## src/rtl/rs_encoder_if.sv

```systemverilog
// Valid/ready bus between a data-word producer, the RS(7,5) encoder and the
// codeword consumer. The producer/consumer side is the master and the encoder
// is the slave.
interface rs_encoder_if;
  logic        in_valid;
  logic        in_ready;
  logic [14:0] in_data;
  logic        out_valid;
  logic        out_ready;
  logic [20:0] out_codeword;

  modport master (
    output in_valid,
    output in_data,
    output out_ready,
    input  in_ready,
    input  out_valid,
    input  out_codeword
  );

  modport slave (
    input  in_valid,
    input  in_data,
    input  out_ready,
    output in_ready,
    output out_valid,
    output out_codeword
  );
endinterface

```

## src/rtl/rs_encoder.sv

```systemverilog
// Systematic RS(7,5) encoder over GF(8), with symbols in index form
// (0 = zero, k = alpha^(k-1)).
// Five data symbols are fed, c6 first, through a 2-stage LFSR that divides by
// g(x) = x^2 + a^4 x + a^3. That takes one symbol per cycle. The codeword is
// {data, c1, c0}.
// Optional build macro RS_ENC_ERR_INJECT_EN adds err_en/err_pos/err_val.
// These inputs corrupt one symbol of the finished codeword so that the
// downstream decoder can be exercised.
module rs_encoder (
  input  logic       clk,
  input  logic       reset,
`ifdef RS_ENC_ERR_INJECT_EN
  input  logic       err_en,
  input  logic [2:0] err_pos,
  input  logic [2:0] err_val,
`endif
  rs_encoder_if.slave bus
);

  typedef enum logic [1:0] {
    S_IDLE,
    S_ENCODE,
    S_DONE
  } state_t;

  state_t      r_state;
  state_t      w_state_next;

  logic [14:0] r_data;
  logic [2:0]  r_r1;
  logic [2:0]  r_r0;
  logic [2:0]  r_cnt;
  logic [20:0] r_codeword;

  logic        w_accept;
  logic        w_last;
  logic [2:0]  w_sym;
  logic [2:0]  w_f;
  logic [2:0]  w_r1_next;
  logic [2:0]  w_r0_next;
  logic [20:0] w_clean;
  logic [20:0] w_final;

  // Index form to polynomial form. Bit 2 holds the alpha^0 coefficient.
  function automatic logic [2:0] idx_to_poly(input logic [2:0] idx);
    case (idx)
      3'd1:    return 3'b100;
      3'd2:    return 3'b010;
      3'd3:    return 3'b001;
      3'd4:    return 3'b110;
      3'd5:    return 3'b011;
      3'd6:    return 3'b111;
      3'd7:    return 3'b101;
      default: return 3'b000;
    endcase
  endfunction

  // Polynomial form back to index form.
  function automatic logic [2:0] poly_to_idx(input logic [2:0] poly);
    case (poly)
      3'b100:  return 3'd1;
      3'b010:  return 3'd2;
      3'b001:  return 3'd3;
      3'b110:  return 3'd4;
      3'b011:  return 3'd5;
      3'b111:  return 3'd6;
      3'b101:  return 3'd7;
      default: return 3'd0;
    endcase
  endfunction

  // GF(8) addition of two index-form symbols.
  function automatic logic [2:0] gf_add(input logic [2:0] a, input logic [2:0] b);
    return poly_to_idx(idx_to_poly(a) ^ idx_to_poly(b));
  endfunction

  // Multiply an index-form symbol by the constant alpha^j (j in 0..6).
  function automatic logic [2:0] gf_mul_alpha(input logic [2:0] k, input logic [2:0] j);
    logic [3:0] s;
    if (k == 3'd0) return 3'd0;
    s = {1'b0, k} + {1'b0, j} - 4'd1;
    if (s >= 4'd7) s = s - 4'd7;
    return s[2:0] + 3'd1;
  endfunction

  assign w_accept = (r_state == S_IDLE) && bus.in_valid;
  assign w_last   = (r_state == S_ENCODE) && (r_cnt == 3'd4);

  // State register. Reset returns to IDLE and discards any word in flight.
  // NOTE: sequential state uses <= so every flop samples pre-edge values.
  always_ff @(posedge clk) begin
    if (reset) r_state <= S_IDLE;
    else       r_state <= w_state_next;
  end

  // Next-state logic for IDLE -> ENCODE (5 cycles) -> DONE -> IDLE.
  // NOTE: default assignment first keeps this comb block latch-free.
  always_comb begin
    w_state_next = r_state;
    case (r_state)
      S_IDLE:   if (bus.in_valid)  w_state_next = S_ENCODE;
      S_ENCODE: if (r_cnt == 3'd4) w_state_next = S_DONE;
      S_DONE:   if (bus.out_ready) w_state_next = S_IDLE;
      default:  w_state_next = S_IDLE;
    endcase
  end

  // Handshake outputs decoded from the state.
  always_comb begin
    bus.in_ready  = (r_state == S_IDLE);
    bus.out_valid = (r_state == S_DONE);
  end

  assign bus.out_codeword = r_codeword;

  // Select the data symbol for this ENCODE cycle, highest degree first.
  always_comb begin
    case (r_cnt)
      3'd0:    w_sym = r_data[14:12];
      3'd1:    w_sym = r_data[11:9];
      3'd2:    w_sym = r_data[8:6];
      3'd3:    w_sym = r_data[5:3];
      3'd4:    w_sym = r_data[2:0];
      default: w_sym = 3'd0;
    endcase
  end

  // One LFSR division step. The feedback f multiplies the generator taps.
  always_comb begin
    w_f       = gf_add(w_sym, r_r1);
    w_r1_next = gf_add(r_r0, gf_mul_alpha(w_f, 3'd4));
    w_r0_next = gf_mul_alpha(w_f, 3'd3);
    w_clean   = {r_data, w_r1_next, w_r0_next};
  end

`ifdef RS_ENC_ERR_INJECT_EN
  // Optional single-symbol corruption, applied after parity is formed.
  // Position 7 does not exist and is ignored.
  always_comb begin
    w_final = w_clean;
    if (err_en) begin
      for (int p = 0; p < 7; p++) begin
        if (err_pos == 3'(p)) w_final[3*p +: 3] = gf_add(w_clean[3*p +: 3], err_val);
      end
    end
  end
`else
  // Clean build: the codeword goes out exactly as encoded.
  always_comb begin
    w_final = w_clean;
  end
`endif

  // Datapath: latch the word on accept and step the LFSR during ENCODE.
  // Publish the codeword on the final step.
  always_ff @(posedge clk) begin
    if (reset) begin
      r_data     <= '0;
      r_r1       <= '0;
      r_r0       <= '0;
      r_cnt      <= '0;
      r_codeword <= '0;
    end else if (w_accept) begin
      r_data <= bus.in_data;
      r_r1   <= '0;
      r_r0   <= '0;
      r_cnt  <= '0;
    end else if (r_state == S_ENCODE) begin
      r_r1  <= w_r1_next;
      r_r0  <= w_r0_next;
      r_cnt <= r_cnt + 3'd1;
      if (w_last) r_codeword <= w_final;
    end
  end

endmodule

```

## src/flat_wrapper.sv

```systemverilog
// flat-port wrapper written by rule: the top's interface ports become plain ports
module rs_encoder_flat 
  (clk, reset, bus_in_valid, bus_in_data, bus_out_ready, bus_in_ready, bus_out_valid, bus_out_codeword);
  rs_encoder_if bus_i ();
  input  logic clk;
  input  logic reset;
  input wire logic [$bits(bus_i.in_valid)-1:0] bus_in_valid;
  input wire logic [$bits(bus_i.in_data)-1:0] bus_in_data;
  input wire logic [$bits(bus_i.out_ready)-1:0] bus_out_ready;
  output wire logic [$bits(bus_i.in_ready)-1:0] bus_in_ready;
  output wire logic [$bits(bus_i.out_valid)-1:0] bus_out_valid;
  output wire logic [$bits(bus_i.out_codeword)-1:0] bus_out_codeword;
  assign bus_i.in_valid = bus_in_valid;
  assign bus_i.in_data = bus_in_data;
  assign bus_i.out_ready = bus_out_ready;
  assign bus_in_ready = bus_i.in_ready;
  assign bus_out_valid = bus_i.out_valid;
  assign bus_out_codeword = bus_i.out_codeword;
  rs_encoder u_core (.clk(clk), .reset(reset), .bus(bus_i));
endmodule
```

## config.mk

```make
export PLATFORM = sky130hd
export DESIGN_NAME = rs_encoder_flat
export DESIGN_NICKNAME = d
export VERILOG_FILES = /design/src/rtl/rs_encoder_if.sv /design/src/rtl/rs_encoder.sv /design/src/flat_wrapper.sv
export SDC_FILE = /design/constraint.sdc
export NUM_CORES = 1
export LEC_CHECK = 0
export CAP_MARGIN = 20
export CORE_ASPECT_RATIO = 0.75
export CORE_MARGIN = 8
export CORE_UTILIZATION = 28
export CTS_CLUSTER_SIZE = 30
export DETAILED_ROUTE_END_ITERATION = 10
export DONT_BUFFER_PORTS = 1
export GPL_TIMING_DRIVEN = 1
export HOLD_SLACK_MARGIN = 0.1
export SYNTH_ARGS = -nofsm -noshare
export SYNTH_HDL_FRONTEND = slang
export SYNTH_SLANG_ARGS = --single-unit
```

## constraint.sdc

```tcl
create_clock -name clk -period 4.99 [get_ports clk]
set_clock_uncertainty 0.1 [all_clocks]
set_input_delay 1.2475 -clock clk [delete_from_list [all_inputs] [get_ports clk]]
set_output_delay 1.2475 -clock clk [all_outputs]
set_load 0.05 [all_outputs]
```

Word-level counts from Yosys, hierarchy flattened:

Cells that the tools add are included.

* bits in registers: 47
* bits in latches: 0
* bits in writable memories: 0
* memory bits (read-only): 0
* output and inout bits: 23
* memories: 0

* $add $sub $neg: 9
* multiply operators: 0
* divide/modulo/power cells: 0
* magnitude comparators: 2
* eq/ne operators: 51
* shift operators: 0
* multiplexer cells: 19
* bitwise logic cells: 3
* reduce and logical (&&, ||, !) cells: 8

Operators with widths (number)
* case mux 3 bit (7 select lines): 6
* equality test 3 bit (second input constant): 25
* equality test 3 x 2 -> 1 bit (second input constant): 14
* equality test 3 x 1 -> 1 bit (second input constant): 7
* 2-to-1 mux 3 bit: 7
* case mux 3 bit (5 select lines): 1
* adder 3 x 1 -> 3 bit (second input constant): 3
* >= comparator 4 x 3 -> 1 bit (second input constant): 2
* subtractor 4 x 1 -> 4 bit (second input constant): 2
* zero test 3 bit: 2
* 2-to-1 mux 2 bit: 3
* inequality test 2 bit (second input constant): 3
* case mux 2 bit (3 select lines): 1
* AND reduction 3 bit: 2
* subtractor 3 bit (second input constant): 2
* bitwise XOR 3 bit: 2
* adder 3 x 2 -> 4 bit (second input constant): 1
* adder 3 x 3 -> 4 bit (second input constant): 1
* equality test 2 x 1 -> 1 bit (second input constant): 1
* equality test 2 bit (second input constant): 1
* logical AND 1 bit: 2
* zero test 2 bit: 1
* OR reduction 2 bit: 1
* 2-to-1 mux 1 bit: 1
* NOT 1 bit: 1

Depth between registers and ports, before layout:

* depth in word-level cells: 19
* gate-level depth with buffers: 21
* depth with buffers taken out: 20

Least setup slack after synthesis:

Ideal clock, no wire load.

* path type: reg2reg
* start point: reg u_core.r_cnt[0]
* end point: reg u_core.r_codeword[4] (netlist: u_core.bus.out_codeword[4])
* setup time: 0.086 ns
* arrival: 4.060 ns
* data required time: 4.804 ns
* setup slack: 0.744 ns
* stages on the path, launching flop included: 22
* path buffers: 1
* period minus slack after synthesis: 4.246 ns
* cells stage by stage: dfxtp_1 > inv_1 > ha_1 > buf_6 > a21oi_1 > a22oi_2 > nor2_1 > maj3_1 > xnor2_1 > inv_2 > ha_1 > nor2b_1 > a211o_1 > inv_1 > ha_1 > nand4b_1 > o41a_1 > nand3_2 > mux2i_1 > o221ai_1 > xor2_1 > a211oi_1

* word-level cells in the longest chain between the ends: 19
* elaborated cells between the ends (all ways): 52

Ends and longest elaborated chain
* start: declaration: RTL line rs_encoder.sv:32 `logic [2:0] r_cnt;`
* start signal: assignment: RTL line rs_encoder.sv:171 `r_cnt <= r_cnt + 3'd1;`
* equality test 3 bit (tied with other cells): RTL line rs_encoder.sv:87, rs_encoder.sv:118
* case mux 3 bit (5 select lines): RTL line rs_encoder.sv:118 `case (r_cnt)`
* equality test 3 bit (tied with other cells): RTL line rs_encoder.sv:46 `case (idx)`
* case mux 3 bit (7 select lines): RTL line rs_encoder.sv:46
* bitwise XOR 3 bit: RTL line rs_encoder.sv:74 `return poly_to_idx(idx_to_poly(a) ^ idx_to_poly(b));`
* equality test 3 bit (tied with other cells): RTL line rs_encoder.sv:60 `case (poly)`
* case mux 3 bit (7 select lines): RTL line rs_encoder.sv:60
* adder 3 x 3 -> 4 bit: RTL line rs_encoder.sv:81 `s = {1'b0, k} + {1'b0, j} - 4'd1;`
* [... 3 more ...]
* 2-to-1 mux 3 bit: RTL line rs_encoder.sv:81
* adder 3 x 1 -> 3 bit: RTL line rs_encoder.sv:83 `return s[2:0] + 3'd1;`
* 2-to-1 mux 3 bit: RTL line rs_encoder.sv:81
* equality test 3 bit (tied with other cells): RTL line rs_encoder.sv:46
* case mux 3 bit (7 select lines): RTL line rs_encoder.sv:46
* bitwise XOR 3 bit: RTL line rs_encoder.sv:74
* equality test 3 bit (tied with other cells): RTL line rs_encoder.sv:60
* case mux 3 bit (7 select lines): RTL line rs_encoder.sv:60
* end signal: assignment: RTL line rs_encoder.sv:172 `if (w_last) r_codeword <= w_final;`
* end: declaration: RTL line rs_encoder.sv:33 `logic [20:0] r_codeword;`

Several ways; a longest one is shown, not always the timed one. The select of a mux whose other input is x is not followed.
A chain may end at the register's enable or synchronous reset.

Worst setup path after layout:

* start point: reg u_core.r_cnt[0]
* end point: reg u_core.r_r1[1]

* word-level cells in the longest chain between the ends: 19
* elaborated cells between the ends (all ways): 50

Ends and longest elaborated chain
* equality test 3 bit (tied with other cells): RTL line rs_encoder.sv:118
* case mux 3 bit (5 select lines) (*): RTL line rs_encoder.sv:118
* equality test 3 bit (tied with other cells): RTL line rs_encoder.sv:46
* case mux 3 bit (7 select lines) (*): RTL line rs_encoder.sv:46
* bitwise XOR 3 bit (*): RTL line rs_encoder.sv:74
* equality test 3 bit (tied with other cells): RTL line rs_encoder.sv:60
* case mux 3 bit (7 select lines) (*): RTL line rs_encoder.sv:60
* adder 3 x 3 -> 4 bit: RTL line rs_encoder.sv:81
* [... 3 more ...]
* 2-to-1 mux 3 bit: RTL line rs_encoder.sv:81
* adder 3 x 1 -> 3 bit: RTL line rs_encoder.sv:83
* 2-to-1 mux 3 bit (*): RTL line rs_encoder.sv:81
* equality test 3 bit (tied with other cells): RTL line rs_encoder.sv:46
* case mux 3 bit (7 select lines) (*): RTL line rs_encoder.sv:46
* bitwise XOR 3 bit (*): RTL line rs_encoder.sv:74
* equality test 3 bit (tied with other cells): RTL line rs_encoder.sv:60
* case mux 3 bit (7 select lines) (*): RTL line rs_encoder.sv:60
* end signal: assignment: RTL line rs_encoder.sv:169 `r_r1 <= w_r1_next;`
* end: declaration: RTL line rs_encoder.sv:30 `logic [2:0] r_r1;`

Every way passes the cells marked *; elsewhere a longest branch is shown, timed or not. The select of a mux whose other input is x is not followed.

==> flow_metrics.tcl <==
set metrics [dict create \
    status "finished clean" \
    first_pass_iters 5 \
    hold_violations 0 \
    ys_ff_latch 47 \
    critPathTopFamily "compound AO/OA/AOI/OAI gates" \
    leakage_nw 1.114 \
    wl_per_cell_um 15.81 \
    yosysWarnings 0 \
    ys_seq_area_share_pct 31.85 \
    numPortBuffers 0 \
    drv_slew 0 \
    overflow 0 \
    grt_max_degree 40 \
    timing.max_cap.violations 0 \
    core-area_sq_um 10290 \
    critPathBufInv 3 \
    crit_slowest_cell "maj3_1" \
    wirelength_um 7984 \
    final_cell_mix "88 x nand2_1, 47 x a21oi_1, 46 x dfxtp_1" \
    synth_cell_types 67 \
    syn_area_sq_um 2954 \
    grt_pass1_wl_um 12770 \
    gp_congestion 0.8743 \
    grt_pass1_vias 2342 \
    diodes 0 \
    synth_nets 418 \
    crit_arrival_ps 4800 \
    post_cts_buffers 0 \
    row_count 32 \
    cp_max_fo 9 \
    finalSetupViolations 0 \
    drive_above_1_share_pct 9.756 \
    die_h_um 105.0 \
    die_w_um 134.6 \
    fillCellCount 1094 \
    h-tree-depth 2 \
    setup_tns_ps 0 \
    drc_errors 0 \
    nets 402 \
    root_buffer "clkbuf_16" \
    ys.flop_type "dfxtp_1" \
    synth_edf_count 0 \
    dieArea_sq_um 14130 \
    pwr_density_cell_nw_per_um2 552.3 \
    insertion_delay_ps 280 \
    ios 42 \
    period_share_pct 94.44 \
    start_util_pct 28.71 \
    max_stage_delay_ps 430 \
    path_clk_slew_ps 70 \
    clock.fmax_mhz 212.2 \
    track_usage_pct 10.91 \
    synth_cells 384 \
    antenna_found_initial 0 \
    drt_first_iter_violations 201 \
    cp_cell_sequence "inv_1 -> ha_2 -> a21oi_1 -> a22oi_2 -> nor2_1 -> maj3_1 -> xnor2_4 -> inv_2 -> ha_1 -> nor2b_1 -> a211o_1 -> inv_1 -> ha_1 -> nand4b_1 -> o41a_1 -> nand3_2 -> mux2i_1 -> o221ai_1 -> xor2_1 -> a211oi_1" \
    hold_class "reg2reg" \
    required_ps 5080 \
    worst_slew_pin_slew_ps 1012 \
    syn_to_final_growth_pct 9.191 \
    postRouteAntennaNets 0 \
    stdcell_area_sq_um 3226 \
    syn_area_per_cell_sq_um 7.693 \
    clock-sinks 47 \
    async_flop_share_pct 0 \
    slew_headroom_pct 32.37 \
    path_class "reg2reg" \
    end_kind "register" \
    start_kind "register" \
    cts_max_path_buffers 2 \
    numCtsBuffers 5 \
    rsz0062_at_grt "false" \
    cts_tree "built" \
    vias 2650 \
    ir_worst_vdd_v 0.0001778 \
    cts_hold_buf 0 \
    dp.final_hpwl_um 5761 \
    place_area_sq_um 3023 \
    post-route-min-period_ps 4712 \
    vias_per_cell 5.248 \
    final_common_cell "nand2_1" \
]
-- registers in the layout (all words and copies together), names as in the netlist --
signal / count
u_core.r_state: 2
u_core.r_data: 15
u_core.bus.out_codeword: 21
u_core.r_r1: 3
u_core.r_cnt: 3
u_core.r_r0: 3
-- cell type report --
class | count | area, sq um | area share (%)
Sequential cell | 47 | 942.2 | 29.21
Clock inverter | 3 | 43.79 | 1.358
Multi-Input combinational cell | 300 | 1888 | 58.53
Inverter | 13 | 48.80 | 1.513
Tap cell | 136 | 170.2 | 5.275
Clock buffer | 5 | 125.1 | 3.879
Timing Repair Buffer | 1 | 7.507 | 0.2327
-- per-stage QoR --
| stage | hold WS [ps] | power [mW] | util (%) | worst slack [ps] | instances |
|---|---|---|---|---|---|
| after global routing | 389.5 | 1.906 | 31.35 | 4.777 | 505 |
| after floorplan | 344.9 | 1.207 | - | 744.0 | 384 |
| after detailed placement | 354.4 | 1.382 | 29.38 | 29.87 | 497 |
| after global placement | 355.5 | 1.376 | 29.38 | 282.6 | 497 |
| after CTS | 364.4 | 1.775 | 31.09 | 129.8 | 505 |
| final | 366.0 | 1.781 | 31.35 | 277.6 | 505 |
-- cell usage after synthesis (all sizes together) (5+ instances only) --
library cell / number / area share, %
clkbuf: 19 / 2.4
nand2b: 5 / 1.1
a211oi: 10 / 2.7
a21oi: 50 / 8.7
mux2i: 5 / 1.7
nor3: 6 / 1.2
a22oi: 8 / 2.4
nor2: 29 / 3.7
nand2: 88 / 11
nand4: 6 / 1.5
nor2b: 5 / 1.1
dfxtp: 47 / 32
ha: 13 / 5.5
o21ai: 7 / 1.2
inv: 13 / 1.7
buf: 5 / 1.3
xnor2: 8 / 2.4
-- power breakdown --
group          switching [mW]  internal, mW  total, mW
Sequential             0.0550         0.397      0.452
Combinational           0.589         0.362      0.952
Clock                   0.142         0.236      0.378
Total                   0.786         0.996       1.78
-- logic make-up (layout without fill, tap and decap cells) --
group	after synthesis	after routing	share of synthesized area, %
and+or+nand+nor	162	162	25.37
adders and majority gates	16	16	7.201
DFF	47	47	31.85
buffers and inverters	37	22	5.337
muxes	5	5	1.694
AOI/OAI and AO/OA	106	106	25.29
xor gates and xnor gates	11	11	3.262
-- layer usage --
metal	part of all wire, %	vias to the layer above	GRT usage (%)
li1	-	1315	-
met1	49	1244	15.98
met2	40	89	14.46
met3	11	2	4.689
met4	0.19	0	1.519
met5	0	-	0
-- timing repair --
action | CTS | global route
gates resized for setup | 1 | 5
pin swaps | 0 | 2
endpoints found under the setup margin | 4 | 6
-- worst paths after layout --
kind | start | endpoint | slack, ps | depth (start not counted)
hold / removal | u_core.r_data[9] | u_core.bus.out_codeword[15] | 370 | 2
hold reg to reg | u_core.r_data[9] | u_core.bus.out_codeword[15] | 370 | 2
setup / recovery | u_core.r_cnt[0] | u_core.r_r1[1] | 280 | 20
setup reg to reg | u_core.r_cnt[0] | u_core.r_r1[1] | 280 | 20
-- worst reg2reg max path: cells and delay by family, from the launching register on --
kind                     cells  cell delay [ps]
AO/OA/AOI/OAI                6             1380
adder cells (fa/ha/maj)      4             1200
AND/OR/NAND/NOR              4              630
XOR/XNOR                     2              450
flip-flops                   1              350
buffers and inverters        3              310
multiplexers                 1              200
Note: power is estimated with default switching activity, not from simulation.
